--- src/rtl/front_panel_ctrl.sv ---
// front_panel_ctrl: operator front panel that turns raw run/clear/mode/step
// switches into a processor clock enable, a PC reset and panel lamps.
module front_panel_ctrl #(
  parameter int unsigned DEB_LEN = 8,
  parameter int unsigned CLR_LEN = 4,
  parameter int unsigned STEP_N  = 1,
  parameter int unsigned CNT_W   = 16
) (
  input  logic             clock,
  input  logic             RST_N,
  input  logic             RUN,
  input  logic             CLR,
  input  logic             A_M,
  input  logic             MAN_CLK,
  input  logic             HALT_REQ,
  output logic             CLK_EN,
  output logic             PC_RST,
  output logic             RUN_ind,
  output logic             CLR_ind,
  output logic             A_M_ind,
  output logic [CNT_W-1:0] STEP_CNT
);

  localparam logic [2:0] S_IDLE   = 3'd0;
  localparam logic [2:0] S_AUTO   = 3'd1;
  localparam logic [2:0] S_MANUAL = 3'd2;
  localparam logic [2:0] S_STEP   = 3'd3;
  localparam logic [2:0] S_CLEAR  = 3'd4;

  localparam logic [7:0] DEB_LAST  = 8'(DEB_LEN - 1);
  localparam logic [7:0] CLR_LAST  = 8'(CLR_LEN - 1);
  localparam logic [7:0] STEP_LAST = 8'(STEP_N - 1);

  // bit positions of the panel inputs in the synchroniser/debounce vectors
  localparam int unsigned I_RUN = 0;
  localparam int unsigned I_CLR = 1;
  localparam int unsigned I_AM  = 2;
  localparam int unsigned I_MAN = 3;

  logic [3:0]      raw_in;
  logic [3:0]      sync1;
  logic [3:0]      sync2;
  logic [3:0]      deb;
  logic [3:0][7:0] deb_cnt;
  logic            clr_d;
  logic            man_d;
  logic            clr_rise;
  logic            step_rise;
  logic            go_idle;
  logic [2:0]      state;
  logic [2:0]      next_state;
  logic [7:0]      phase_cnt;

  assign raw_in = {MAN_CLK, A_M, CLR, RUN};

  // two-flop synchronisers for the asynchronous panel inputs
  always_ff @(posedge clock or negedge RST_N) begin
    if (!RST_N) begin
      sync1 <= '0;
      sync2 <= '0;
    end else begin
      sync1 <= raw_in;
      sync2 <= sync1;
    end
  end

  // debouncers: flip only after DEB_LEN consecutive differing samples
  always_ff @(posedge clock or negedge RST_N) begin
    if (!RST_N) begin
      deb     <= '0;
      deb_cnt <= '0;
    end else begin
      for (int unsigned i = 0; i < 4; i++) begin
        if (sync2[i] == deb[i]) begin
          deb_cnt[i] <= '0;
        end else if (deb_cnt[i] == DEB_LAST) begin
          deb[i]     <= sync2[i];
          deb_cnt[i] <= '0;
        end else begin
          deb_cnt[i] <= deb_cnt[i] + 8'd1;
        end
      end
    end
  end

  // edge-detect history for the clear and step buttons
  always_ff @(posedge clock or negedge RST_N) begin
    if (!RST_N) begin
      clr_d <= 1'b0;
      man_d <= 1'b0;
    end else begin
      clr_d <= deb[I_CLR];
      man_d <= deb[I_MAN];
    end
  end

  assign clr_rise  = deb[I_CLR] & ~clr_d;
  assign step_rise = deb[I_MAN] & ~man_d;
  assign go_idle   = ~deb[I_RUN] | HALT_REQ;

  // next-state logic; a clear press overrides everything
  always_comb begin
    next_state = state;
    if (clr_rise) begin
      next_state = S_CLEAR;
    end else begin
      case (state)
        S_IDLE: begin
          if (!go_idle) next_state = deb[I_AM] ? S_MANUAL : S_AUTO;
        end
        S_AUTO: begin
          if (go_idle)        next_state = S_IDLE;
          else if (deb[I_AM]) next_state = S_MANUAL;
        end
        S_MANUAL: begin
          if (go_idle)         next_state = S_IDLE;
          else if (!deb[I_AM]) next_state = S_AUTO;
          else if (step_rise)  next_state = S_STEP;
        end
        S_STEP: begin
          // exit follows the manual rules; a step press seen while stepping
          // is dropped rather than chaining another step
          if (phase_cnt == STEP_LAST) begin
            if (go_idle)        next_state = S_IDLE;
            else if (deb[I_AM]) next_state = S_MANUAL;
            else                next_state = S_AUTO;
          end
        end
        S_CLEAR: begin
          if (phase_cnt >= CLR_LAST && !deb[I_CLR]) next_state = S_IDLE;
        end
        default: next_state = S_IDLE;
      endcase
    end
  end

  // state register
  always_ff @(posedge clock or negedge RST_N) begin
    if (!RST_N) state <= S_IDLE;
    else        state <= next_state;
  end

  // cycles spent in the current state, restarted on every entry
  always_ff @(posedge clock or negedge RST_N) begin
    if (!RST_N) begin
      phase_cnt <= '0;
    end else if (next_state != state || clr_rise) begin
      phase_cnt <= '0;
    end else if (phase_cnt != 8'hFF) begin
      phase_cnt <= phase_cnt + 8'd1;
    end
  end

  // registered outputs decoded from the next state so they align with state
  always_ff @(posedge clock or negedge RST_N) begin
    if (!RST_N) begin
      CLK_EN   <= 1'b0;
      PC_RST   <= 1'b0;
      STEP_CNT <= '0;
    end else begin
      CLK_EN <= (next_state == S_AUTO) || (next_state == S_STEP);
      PC_RST <= (next_state == S_CLEAR);
      if (next_state == S_CLEAR) STEP_CNT <= '0;
      else if (CLK_EN)           STEP_CNT <= STEP_CNT + CNT_W'(1);
    end
  end

  assign RUN_ind = (state == S_AUTO) || (state == S_MANUAL) || (state == S_STEP);
  assign CLR_ind = PC_RST;
  assign A_M_ind = ~deb[I_AM];

endmodule

--- config.mk ---
export PLATFORM = sky130hd
export DESIGN_NAME = front_panel_ctrl
export DESIGN_NICKNAME = d
export VERILOG_FILES = /design/src/rtl/front_panel_ctrl.sv
export SDC_FILE = /design/constraint.sdc
export NUM_CORES = 1
export LEC_CHECK = 0
export ABC_AREA = 1
export BUFFER_PORTS_ARGS = -buffer_cell sky130_fd_sc_hd__buf_2
export CAP_MARGIN = 10
export CORE_UTILIZATION = 60
export CTS_CLUSTER_SIZE = 8
export DETAILED_ROUTE_END_ITERATION = 7
export HOLD_SLACK_MARGIN = 0.05
export PLACE_DENSITY = 0.85
export REMOVE_ABC_BUFFERS = 1
export SKIP_LAST_GASP = 1
export SYNTH_ARGS = -nofsm -noshare
export SYNTH_HDL_FRONTEND = slang
export SYNTH_SLANG_ARGS = --single-unit
--- constraint.sdc ---
create_clock -name clock -period 2.4 [get_ports clock]
set_clock_uncertainty 0.1 [all_clocks]
set_input_delay 0.48 -clock clock [delete_from_list [all_inputs] [get_ports clock]]
set_output_delay 0.48 -clock clock [all_outputs]
set_load 0.1 [all_outputs]
### After elaboration in Yosys (flattened, before gate mapping)

Cells that the tools add are included.

* flip-flop bits (word level): 75
* input port bits: 7
* word-level logic and storage cells: 90

* $add $sub $neg: 6
* magnitude comparators: 1
* eq/ne operators: 17
* muxes and demuxes: 24
* bitwise gates (word level): 11
* reduce and logical (&&, ||, !) cells: 14

Operators with widths (count)
* two-way mux 8 bit: 10
* adder 8 x 1 -> 8 bit, second input constant: 5
* == test 8 x 3 -> 1 bit, second input constant: 4
* two-way mux 16 bit: 2
* two-way mux 3 bit: 9
* adder 16 x 1 -> 16 bit, second input constant: 1
* case mux 3 bit (5 select lines): 1
* == test 3 x 2 -> 1 bit, second input constant: 3
* greater-or-equal comparator 8 x 2 -> 1 bit, second input constant: 1
* zero test 8 bit: 1
* != test 8 bit, second input constant: 1
* NOT 1 bit: 8
* AND reduction 2 bit: 4
* == test 3 x 1 -> 1 bit, second input constant: 2
* == test 3 bit, second input constant: 2
* == test 1 bit: 4
* logical OR 1 bit: 4
* two-way mux 2 bit: 2
* nonzero test 2 bit: 2
* zero test 3 bit: 1
* != test 3 bit: 1
* AND 1 bit: 2
* logical AND 1 bit: 1
* zero test 1 bit: 1
* OR 1 bit: 1

### Longest topological paths before layout

Gate-level depths: netlist of the first run.

* depth after elaboration: 10
* depth in mapped cells: 10
* depth with buffers taken out: 10

### Least setup slack after synthesis of the first run

OpenSTA, ideal clock, no wires.

* path kind: register to output
* start point: register state[1]
* end point: output RUN_ind
* arrival: 1914 ps
* data required time: 1820 ps
* setup slack: -94 ps
* stages on the path, launching flop included: 3
* cell sequence: dfrtp_1 inv_1 a21oi_1

* longest elaborated chain between the ends: 3
* elaborated cells between the ends (all ways): 5
* classes of those cells: eq/ne: 3; reduce/logical: 2

Ends and longest elaborated chain
* from (decl): line 50 `logic [2:0] state;`
* from (signal assigned): line 140 `else state <= next_state;`
* == test 3 x 1 -> 1 bit / == test 3 x 2 -> 1 bit (equally long branches): line 168 `assign RUN_ind = (state == S_AUTO) || (state == S_MANUAL) || (state == S_STEP);`
* logical OR 1 bit: line 168
* logical OR 1 bit (*): line 168
* to (decl): line 18 `output logic RUN_ind,`

Mark *: on every way between the ends. The rest lies on a longest branch, timed or not.

### Final worst setup path of the first run

* start point: register state[0]
* end point: output RUN_ind

Same word-level chain as after synthesis.

==> metrics.yaml, run 1 <==
die-area_sq_um: 6260
drt_iter0_markers: 123
max_cap_violations: 0
cp-end-kind: "output pin"
drive_above_1_share: 0.181
startpoint_type: "flip-flop"
rsz0062_at_grt: "no"
pwr-share-seq: 0.460
finalSetupTns_ns: 0
ioPinCount: 28
clkTransAtPathRegs_ns: 0.07
r2r_slack_ns: 0.51
clock.fmax_mhz: 486
power_mw: 3.55
r2r_start: "phase_cnt[0]"
h-tree-depth: 3
via_per_inst: 5.40
hold_start: "A_M"
detail-route-antenna-nets: 0
combPwrFrac: 0.304
first_global_vias: 2618
drc: 0
core-area_sq_um: 5610
ir_worst_vdd_v: 0.000755
wl_per_cell_um: 12.4
ys_seq_area_frac: 0.526
dp_hpwl_um: 4480
grtUsageTotal: 0.219
cp.arrival_ns: 1.48
cts_resized: 0
finalNonFillerCells: 502
setup_slack_ns: 0.343
grt_first_pass_wirelength_um: 10600
setup_viol: 0
p_per_area_nw_per_um2: 893
min_to: "sync1[2]"
gp_congestion: 0.877
synthToLayoutAreaGrowth_pct: 11.5
synth.ff_latch_count: 75
p_leak_nw: 1.87
vias: 2709
port_buffers: 27
synthArstFlopShare: 1.00
syn_area_sq_um: 3570
max_slew.worst_pin.slew_ns: 0.702
swShare: 0.378
initial_core_util: 0.637
synth_edf_count: 0
synth_cells: 387
maxSlewHeadroom: 0.532
wl_um: 6210
clock-root-buffer: "clkbuf_8"
timing.rr.end: "STEP_CNT[15]"
dp.cells: 485
fp.dieW_um: 79.1
hold_viol: 0
yosysUniqueCellTypes: 35
whs_path_depth: 1
dr.pass1.iters: 4
synthFlopType: "dfrtp_1"
clockBufferDepth: 2
nNetsFinal: 439
cts.sinks: 75
worstHoldPathType: "primary input to flip-flop"
synth_warnings: 0
diodes: 0
path_class: "flip-flop to output pin"
crit_required_ns: 1.82
worst-path-max-fanout: 5
cts_inserted_buffers: 9
fillers: 434
min_period_over_period: 0.857
period_needed_ns: 2.06
grt-ovfl-total: 0
final_util: 0.710
status: "completed"
rows: 27
worst_skew_pair.late_latency_ns: 0.33
pre_cts_slack_ns: 0.523
syn_area_per_cell_sq_um: 9.22
intPower_mw: 2.21
slew_viol_final: 0
rr_worst_depth: 9
p_sw_mw: 1.34
cts_tree: "done"
power_frac_clock: 0.235
grt_max_degree: 43
grt_antenna_before_repair: 0
chipHeight_um: 79.1
final cells by class:
type | count | area, sq um | area share
flip-flops and latches | 75 | 1880 | 0.471
multi-input cells | 251 | 1450 | 0.365
clock buffers | 14 | 163 | 0.0409
repair buffers | 29 | 168 | 0.0421
inverters | 59 | 221 | 0.0556
well taps | 72 | 90.1 | 0.0226
clock inverters | 2 | 10.0 | 0.00251
worst max path at each step:
stage	start	cells after the start	to	slack, ns
floorplan	state[1]	2	RUN_ind	-0.09
global placement	phase_cnt[0]	9	STEP_CNT[15]	0.59
detailed placement	phase_cnt[0]	9	STEP_CNT[15]	0.52
CTS	state[0]	3	RUN_ind	0.34
global route	state[0]	3	RUN_ind	0.28
finish	state[0]	3	RUN_ind	0.34
metal layers:
metal / GRT usage / vias up / wire length, um
li1: - / 1336 / -
met1: 0.270 / 1295 / 2890
met2: 0.351 / 64 / 2930
met5: 0 / - / 0
met4: 0.135 / 0 / 148
met3: 0.0483 / 14 / 239
cell families (layout without fill, tap and decap cells):
kind of cell               after synthesis  after routing  synth area share
AOI/OAI and AO/OA                       45             45            0.0715
xor gates and xnor gates                17             17            0.0417
adders and majority gates                7              7            0.0245
buffers and inverters                   61            104            0.0673
DFF                                     75             75             0.526
and+or+nand+nor                        182            182             0.269
Yosys cell counts, types with 2 or more instances:
| master | n | area share |
|---|---|---|
| nor3b_1 | 4 | 0.0084 |
| a31oi_1 | 4 | 0.0070 |
| nand3_1 | 20 | 0.028 |
| nand3_4 | 2 | 0.0098 |
| dfrtp_1 | 75 | 0.53 |
| and3_1 | 4 | 0.0070 |
| xnor2_1 | 8 | 0.020 |
| inv_1 | 56 | 0.059 |
| nand4_1 | 4 | 0.0070 |
| nand2_4 | 2 | 0.0063 |
| nor3_2 | 10 | 0.028 |
| inv_2 | 3 | 0.0032 |
| ha_1 | 7 | 0.025 |
| nor2_1 | 41 | 0.043 |
| nor2_2 | 4 | 0.0070 |
| o21ai_0 | 16 | 0.022 |
| xor2_1 | 9 | 0.022 |
| nand2_1 | 50 | 0.053 |
| nor4_1 | 5 | 0.0088 |
| nand2_2 | 3 | 0.0053 |
| o21ai_1 | 3 | 0.0042 |
| a21oi_1 | 16 | 0.022 |
| or2_2 | 3 | 0.0053 |
| nor3_1 | 24 | 0.034 |
| nor2_4 | 4 | 0.013 |
through the flow:
step                      cell area (sq um)  hold slack [ns]
after CTS                              3980            0.141
after detailed placement               3800            0.239
after floorplan                        3550           0.0844
final                                  3980            0.156
after global placement                 3800            0.232
after global routing                   3980            0.135
layout by cell type, fill, tap and decap left out, types with 4 or more instances in the layout:
cell type and instances:
xnor2_1 8, nor3_1 24, nand2_1 50, nand4_1 4, nor3_2 10, and3_1 4, a21oi_1 16, buf_2 26
o21ai_0 16, nor2_4 4, nor3b_1 4, nand3_1 20, xor2_1 9, dfrtp_1 75, nor2_1 41, inv_1 56
nor4_1 5, a31oi_1 4, ha_1 7, nor2_2 4, clkbuf_8 11
flip-flops by register name, summed over array words and instances, names as in the netlist, 3 cells and up:
register and flops:
phase_cnt 8, STEP_CNT 16, sync1 4, state 3, sync2 4, deb 4
deb_cnt 32
worst max-delay path, stage by stage, from the launching register on:
cell	delay, ns
dfrtp_1	0.44
inv_1	0.09
a21oi_1	0.16
buf_2	0.45
power groups by stage:
stage	Clock (mW)	Combinational (mW)	Sequential [mW]
2_1_floorplan	0	0.711	1.78
3_3_place_gp	0	1.05	1.64
3_5_place_dp	0	1.07	1.65
4_1_cts	0.866	1.09	1.63
5_1_grt	0.916	1.20	1.66
6_report	0.836	1.08	1.64
timing repair:
| item | 4_1_cts | 5_1_grt |
|---|---|---|
| setup buffers | 0 | 0 |
| hold buffers | 1 | 0 |
| endpoints found under the hold margin | 33 | 0 |
Note: power is estimated with default switching activity, not from simulation.
==> inputs of run 2 (changes only) <==
--- a/config.mk
+++ b/config.mk
@@ -8,11 +8,11 @@
 export ABC_AREA = 1
 export BUFFER_PORTS_ARGS = -buffer_cell sky130_fd_sc_hd__buf_2
 export CAP_MARGIN = 10
-export CORE_UTILIZATION = 60
+export CORE_UTILIZATION = 55
 export CTS_CLUSTER_SIZE = 8
 export DETAILED_ROUTE_END_ITERATION = 7
 export HOLD_SLACK_MARGIN = 0.05
-export PLACE_DENSITY = 0.85
+export PLACE_DENSITY = 0.79
 export REMOVE_ABC_BUFFERS = 1
 export SKIP_LAST_GASP = 1
 export SYNTH_ARGS = -nofsm -noshare
==> metrics.yaml, run 2 (same netlist as run 1, synthesis figures left out) <==
p_leak_nw: 1.89  # was 1.87 nW
drive_above_1_share: 0.186  # was 0.181
setup_viol: 0  # unchanged
chipHeight_um: 82.6  # was 79.1 um
cts_inserted_buffers: 9  # unchanged
vias: 2599  # was 2,709
rsz0062_at_grt: "no"  # unchanged
worstHoldPathType: "primary input to flip-flop"  # unchanged
wl_um: 5860  # was 6210 um
cts.sinks: 75  # unchanged
maxSlewHeadroom: 0.520  # was 0.532
cts_resized: 0  # unchanged
via_per_inst: 5.15  # was 5.40
r2r_start: "phase_cnt[0]"  # unchanged
diodes: 0  # unchanged
final_cell_mix: "75 x dfrtp_1, 56 x inv_1, 50 x nand2_1"  # unchanged
detail-route-antenna-nets: 0  # unchanged
critPathBufInv: 2  # unchanged
worst-path-max-fanout: 4  # was 5
slew_viol_final: 0  # unchanged
combPwrFrac: 0.288  # was 0.304
drc: 0  # unchanged
power_frac_clock: 0.274  # was 0.235
intPower_mw: 2.36  # was 2.21 mW
cp_cell_sequence: "inv_1 -> a21oi_1 -> buf_2"  # unchanged
grt_first_pass_wirelength_um: 9890  # was 10,600 um
top_regs: "deb_cnt x32, STEP_CNT x16, phase_cnt x8"  # unchanged
min_period_over_period: 0.851  # was 0.857
grt_max_degree: 47  # was 43
hold_viol: 0  # unchanged
rows: 28  # was 27
seqCellArea_sq_um: 1880  # unchanged
core-area_sq_um: 6100  # was 5610 sq um
clock.fmax_mhz: 490  # was 486 MHz
fin_hold_ws_ns: 0.143  # was 0.156 ns
die-area_sq_um: 6820  # was 6260 sq um
final_common_cell: "dfrtp_1"  # unchanged
post_cts_buffers: 0  # unchanged
max_slew.worst_pin.slew_ns: 0.720  # was 0.702 ns
crit_required_ns: 1.82  # about the same
cts_tree: "done"  # unchanged
multi_input_area_sq_um: 1450  # unchanged
cp-end-kind: "output pin"  # unchanged
period_needed_ns: 2.04  # was 2.06 ns
dr.pass1.iters: 4  # unchanged
status: "completed"  # unchanged
p_sw_mw: 1.35  # was 1.34 mW
port_buffers: 27  # unchanged
p_per_area_nw_per_um2: 924  # was 893 nW/um^2
path_class: "flip-flop to output pin"  # unchanged
cp.arrival_ns: 1.46  # was 1.48 ns
nNetsFinal: 439  # unchanged
pwr-share-seq: 0.438  # was 0.460
finalSetupTns_ns: 0  # unchanged
grtUsageTotal: 0.197  # was 0.219
cp_top_family: "buffers and inverters"  # unchanged
clkTransAtPathRegs_ns: 0.07  # about the same
swShare: 0.365  # was 0.378
clock-root-buffer: "clkbuf_8"  # unchanged
clockBufferDepth: 2  # unchanged
fillers: 507  # was 434
gp_congestion: 0.884  # was 0.877
slowest_stage: "buf_2"  # unchanged
grt_antenna_before_repair: 0  # unchanged
drt_iter0_markers: 118  # was 123
first_global_vias: 2424  # was 2,618
initial_core_util: 0.586  # was 0.637
synthToLayoutAreaGrowth_pct: 12.6  # was 11.5%
h-tree-depth: 3  # unchanged
largest_register_ffs: 32  # unchanged
critPathLaunch: "state[1]"  # was state[0]
grt-ovfl-total: 0  # unchanged
hold_start: "CLR"  # was A_M
fp.dieW_um: 82.6  # was 79.1 um
ioPinCount: 28  # unchanged
startpoint_type: "flip-flop"  # unchanged
worst_skew_pair.late_latency_ns: 0.35  # was 0.33 ns
regMostFlops: "deb_cnt"  # unchanged
slowest_delay_ns: 0.45  # about the same
ir_worst_vdd_v: 0.000741  # was 0.000755 V
dp_hpwl_um: 4280  # was 4480 um
wl_per_cell_um: 11.6  # was 12.4 um
max_cap_violations: 0  # unchanged
[run 2: final timing paths]
kind / to / slack [ns] / cells after the start
min in group asynchronous: deb_cnt[2] / 0.50 / 2
worst min-delay path: sync1[1] / 0.14 / 1
worst max-delay path: RUN_ind / 0.36 / 3
worst min register to register: sync2[0] / 0.26 / 0
worst max register to register: STEP_CNT[15] / 0.55 / 9
max in group asynchronous: deb_cnt[8] / 1.15 / 3
[run 2: per-stage QoR]
| stage | cells | utilization | setup WS (ns) | area [sq um] | power [mW] |
|---|---|---|---|---|---|
| floorplan | 385 | - | -0.0936 | 3550 | 2.49 |
| global placement | 488 | 0.624 | 0.590 | 3800 | 2.69 |
| detailed placement | 488 | 0.624 | 0.545 | 3800 | 2.73 |
| CTS | 505 | 0.659 | 0.343 | 4020 | 3.75 |
| global route | 505 | 0.659 | 0.273 | 4020 | 3.94 |
| finish | 505 | 0.659 | 0.359 | 4020 | 3.71 |
[run 2: what timing repair did]
action	in CTS	in global routing
hold endpoints to repair	29	0
hold buffers	1	0
setup endpoints to repair	0	0
[run 2: layout make-up]
| type | instances | area share |
|---|---|---|
| sequential | 75 | 0.467 |
| inverter | 59 | 0.0551 |
| clock inverter | 6 | 0.0199 |
| clock buffer | 10 | 0.0317 |
| multi-input combinational | 251 | 0.361 |
| tap | 75 | 0.0233 |
| timing repair buffer | 29 | 0.0417 |
[run 2: routing by layer]
layer  vias up  GRT usage  share of wire
li1       1335          -              -
met1      1213      0.239           0.48
met2        41      0.325           0.47
met3        10     0.0396          0.033
met4         0      0.119          0.016
met5         -          0              0
[run 2: power by group through the flow]
| stage | Clock, mW | Combinational, mW | Sequential [mW] |
|---|---|---|---|
| detailed placement | 0 | 1.08 | 1.65 |
| global placement | 0 | 1.05 | 1.64 |
| floorplan | 0 | 0.711 | 1.78 |
| finish | 1.02 | 1.07 | 1.63 |
| CTS | 1.04 | 1.08 | 1.63 |
| global route | 1.09 | 1.20 | 1.65 |
==> inputs of run 3 (changes only) <==
--- a/config.mk
+++ b/config.mk
@@ -8,6 +8,7 @@
 export ABC_AREA = 1
 export BUFFER_PORTS_ARGS = -buffer_cell sky130_fd_sc_hd__buf_2
 export CAP_MARGIN = 10
+export CORE_ASPECT_RATIO = 1.4
 export CORE_UTILIZATION = 55
 export CTS_CLUSTER_SIZE = 8
 export DETAILED_ROUTE_END_ITERATION = 7
==> metrics.yaml, run 3 (same netlist as run 1, synthesis figures left out) <==
cp.depth: 3  # unchanged
ioPinCount: 28  # unchanged
h-tree-depth: 3  # unchanged
pre_cts_slack_ns: 0.521  # was 0.545 ns
detail-route-antenna-nets: 0  # unchanged
max_cap_violations: 0  # unchanged
status: "completed"  # unchanged
synthToLayoutAreaGrowth_pct: 13.7  # was 12.6%
cp_top_family: "buffers and inverters"  # unchanged
diodes: 0  # unchanged
startpoint_type: "flip-flop"  # unchanged
cp.arrival_ns: 1.43  # was 1.46 ns
setup_slack_ns: 0.386  # was 0.359 ns
grt-ovfl-total: 0  # unchanged
wl_um: 6190  # was 5860 um
clock-root-buffer: "clkbuf_8"  # unchanged
maxSlewHeadroom: 0.533  # was 0.520
regMostFlops: "deb_cnt"  # unchanged
cts.sinks: 75  # unchanged
worstHoldPathType: "primary input to async pin"  # was primary input to flip-flop
via_per_inst: 5.34  # was 5.15
clockBufferDepth: 2  # unchanged
ir_worst_vdd_v: 0.000835  # was 0.000741 V
core-area_sq_um: 6250  # was 6100 sq um
rr_worst_depth: 9  # unchanged
p_leak_nw: 1.90  # was 1.89 nW
fp.dieW_um: 70.1  # was 82.6 um
timing.rr.end: "STEP_CNT[15]"  # unchanged
initial_core_util: 0.571  # was 0.586
final_common_cell: "dfrtp_1"  # unchanged
rows: 34  # was 28
grtUsageTotal: 0.208  # was 0.197
grt_max_degree: 76  # was 47
slowest_delay_ns: 0.45  # about the same
clkTransAtPathRegs_ns: 0.08  # was 0.07 ns
cts_hold_buf: 0  # was 1
max_slew.worst_pin.slew_ns: 0.700  # was 0.720 ns
final_cell_mix: "75 x dfrtp_1, 56 x inv_1, 50 x nand2_1"  # unchanged
dp_hpwl_um: 4380  # was 4280 um
top_regs: "deb_cnt x32, STEP_CNT x16, phase_cnt x8"  # unchanged
worst_skew_pair.late_latency_ns: 0.34  # was 0.35 ns
first_global_vias: 2661  # was 2,424
cp_cell_sequence: "inv_1 -> a21oi_1 -> buf_2"  # unchanged
nNetsFinal: 438  # was 439
min_period_over_period: 0.839  # was 0.851
drc: 0  # unchanged
worst-path-max-fanout: 4  # unchanged
crit_required_ns: 1.82  # about the same
drive_above_1_share: 0.189  # was 0.186
cp-end-kind: "output pin"  # unchanged
slowest_stage: "buf_2"  # unchanged
die-area_sq_um: 6820  # about the same
largest_register_ffs: 32  # unchanged
period_needed_ns: 2.01  # was 2.04 ns
gp_congestion: 0.902  # was 0.884
cts_inserted_buffers: 9  # unchanged
clock.fmax_mhz: 497  # was 490 MHz
vias: 2676  # was 2,599
dr.pass1.iters: 4  # unchanged
critPathBufInv: 2  # unchanged
p_per_area_nw_per_um2: 972  # was 924 nW/um^2
hold_viol: 0  # unchanged
grt_antenna_before_repair: 0  # unchanged
rsz0062_at_grt: "no"  # unchanged
r2r_slack_ns: 0.52  # was 0.55 ns
drt_iter0_markers: 94  # was 118
grt_first_pass_wirelength_um: 11400  # was 9890 um
fillers: 496  # was 507
setup_viol: 0  # unchanged
slew_viol_final: 0  # unchanged
wl_per_cell_um: 12.4  # was 11.6 um
path_class: "flip-flop to output pin"  # unchanged
chipHeight_um: 97.3  # was 82.6 um
r2r_start: "phase_cnt[0]"  # unchanged
cts_resized: 0  # unchanged
power_mw: 3.95  # was 3.71 mW
critPathLaunch: "state[1]"  # unchanged
cts_tree: "done"  # unchanged
port_buffers: 27  # unchanged
post_cts_buffers: 0  # unchanged
crit_end: "RUN_ind"  # unchanged
run 3: metal layers:
layer | global-route usage | part of all wire | vias up
met5 | 0 | 0 | -
met2 | 0.359 | 0.52 | 56
met1 | 0.250 | 0.43 | 1274
li1 | - | - | 1333
met3 | 0.0415 | 0.034 | 13
met4 | 0.0923 | 0.024 | 0
run 3: power by group:
group / leakage, nW / switching (mW) / internal (mW) / total (mW)
clock: 0.125 / 0.450 / 0.793 / 1.24
combinational: 0.770 / 0.752 / 0.321 / 1.07
sequential: 1.01 / 0.173 / 1.46 / 1.63
total: 1.90 / 1.37 / 2.57 / 3.95
run 3: worst min path at each step:
stage	start	endpoint	cells after the start
after floorplan	RST_N	CLK_EN	0
after global placement	sync1[2]	sync2[2]	0
after detailed placement	sync1[2]	sync2[2]	0
after CTS	RST_N	STEP_CNT[7]	2
after global routing	RST_N	phase_cnt[3]	2
final	RST_N	STEP_CNT[7]	2
run 3: area by class of cell:
| type | count | area (sq um) | share of cell area |
|---|---|---|---|
| Clock buffer | 9 | 124 | 0.0305 |
| Clock inverter | 7 | 140 | 0.0345 |
| Inverter | 59 | 221 | 0.0545 |
| Multi-Input combinational cell | 251 | 1450 | 0.358 |
| Sequential cell | 75 | 1880 | 0.462 |
| Tap cell | 72 | 90.1 | 0.0222 |
| Timing Repair Buffer | 28 | 155 | 0.0382 |
run 3: stage by stage:
| stage | cells | TNS (ns) | util | hold WS, ns | instance area, sq um |
|---|---|---|---|---|---|
| final | 501 | 0 | 0.649 | 0.0537 | 4060 |
| after global routing | 501 | 0 | 0.649 | 0.105 | 4060 |
| after CTS | 501 | 0 | 0.649 | 0.0742 | 4060 |
| after detailed placement | 485 | 0 | 0.607 | 0.239 | 3800 |
| after global placement | 485 | 0 | 0.607 | 0.232 | 3800 |
| after floorplan | 385 | -0.0936 | - | 0.0844 | 3550 |
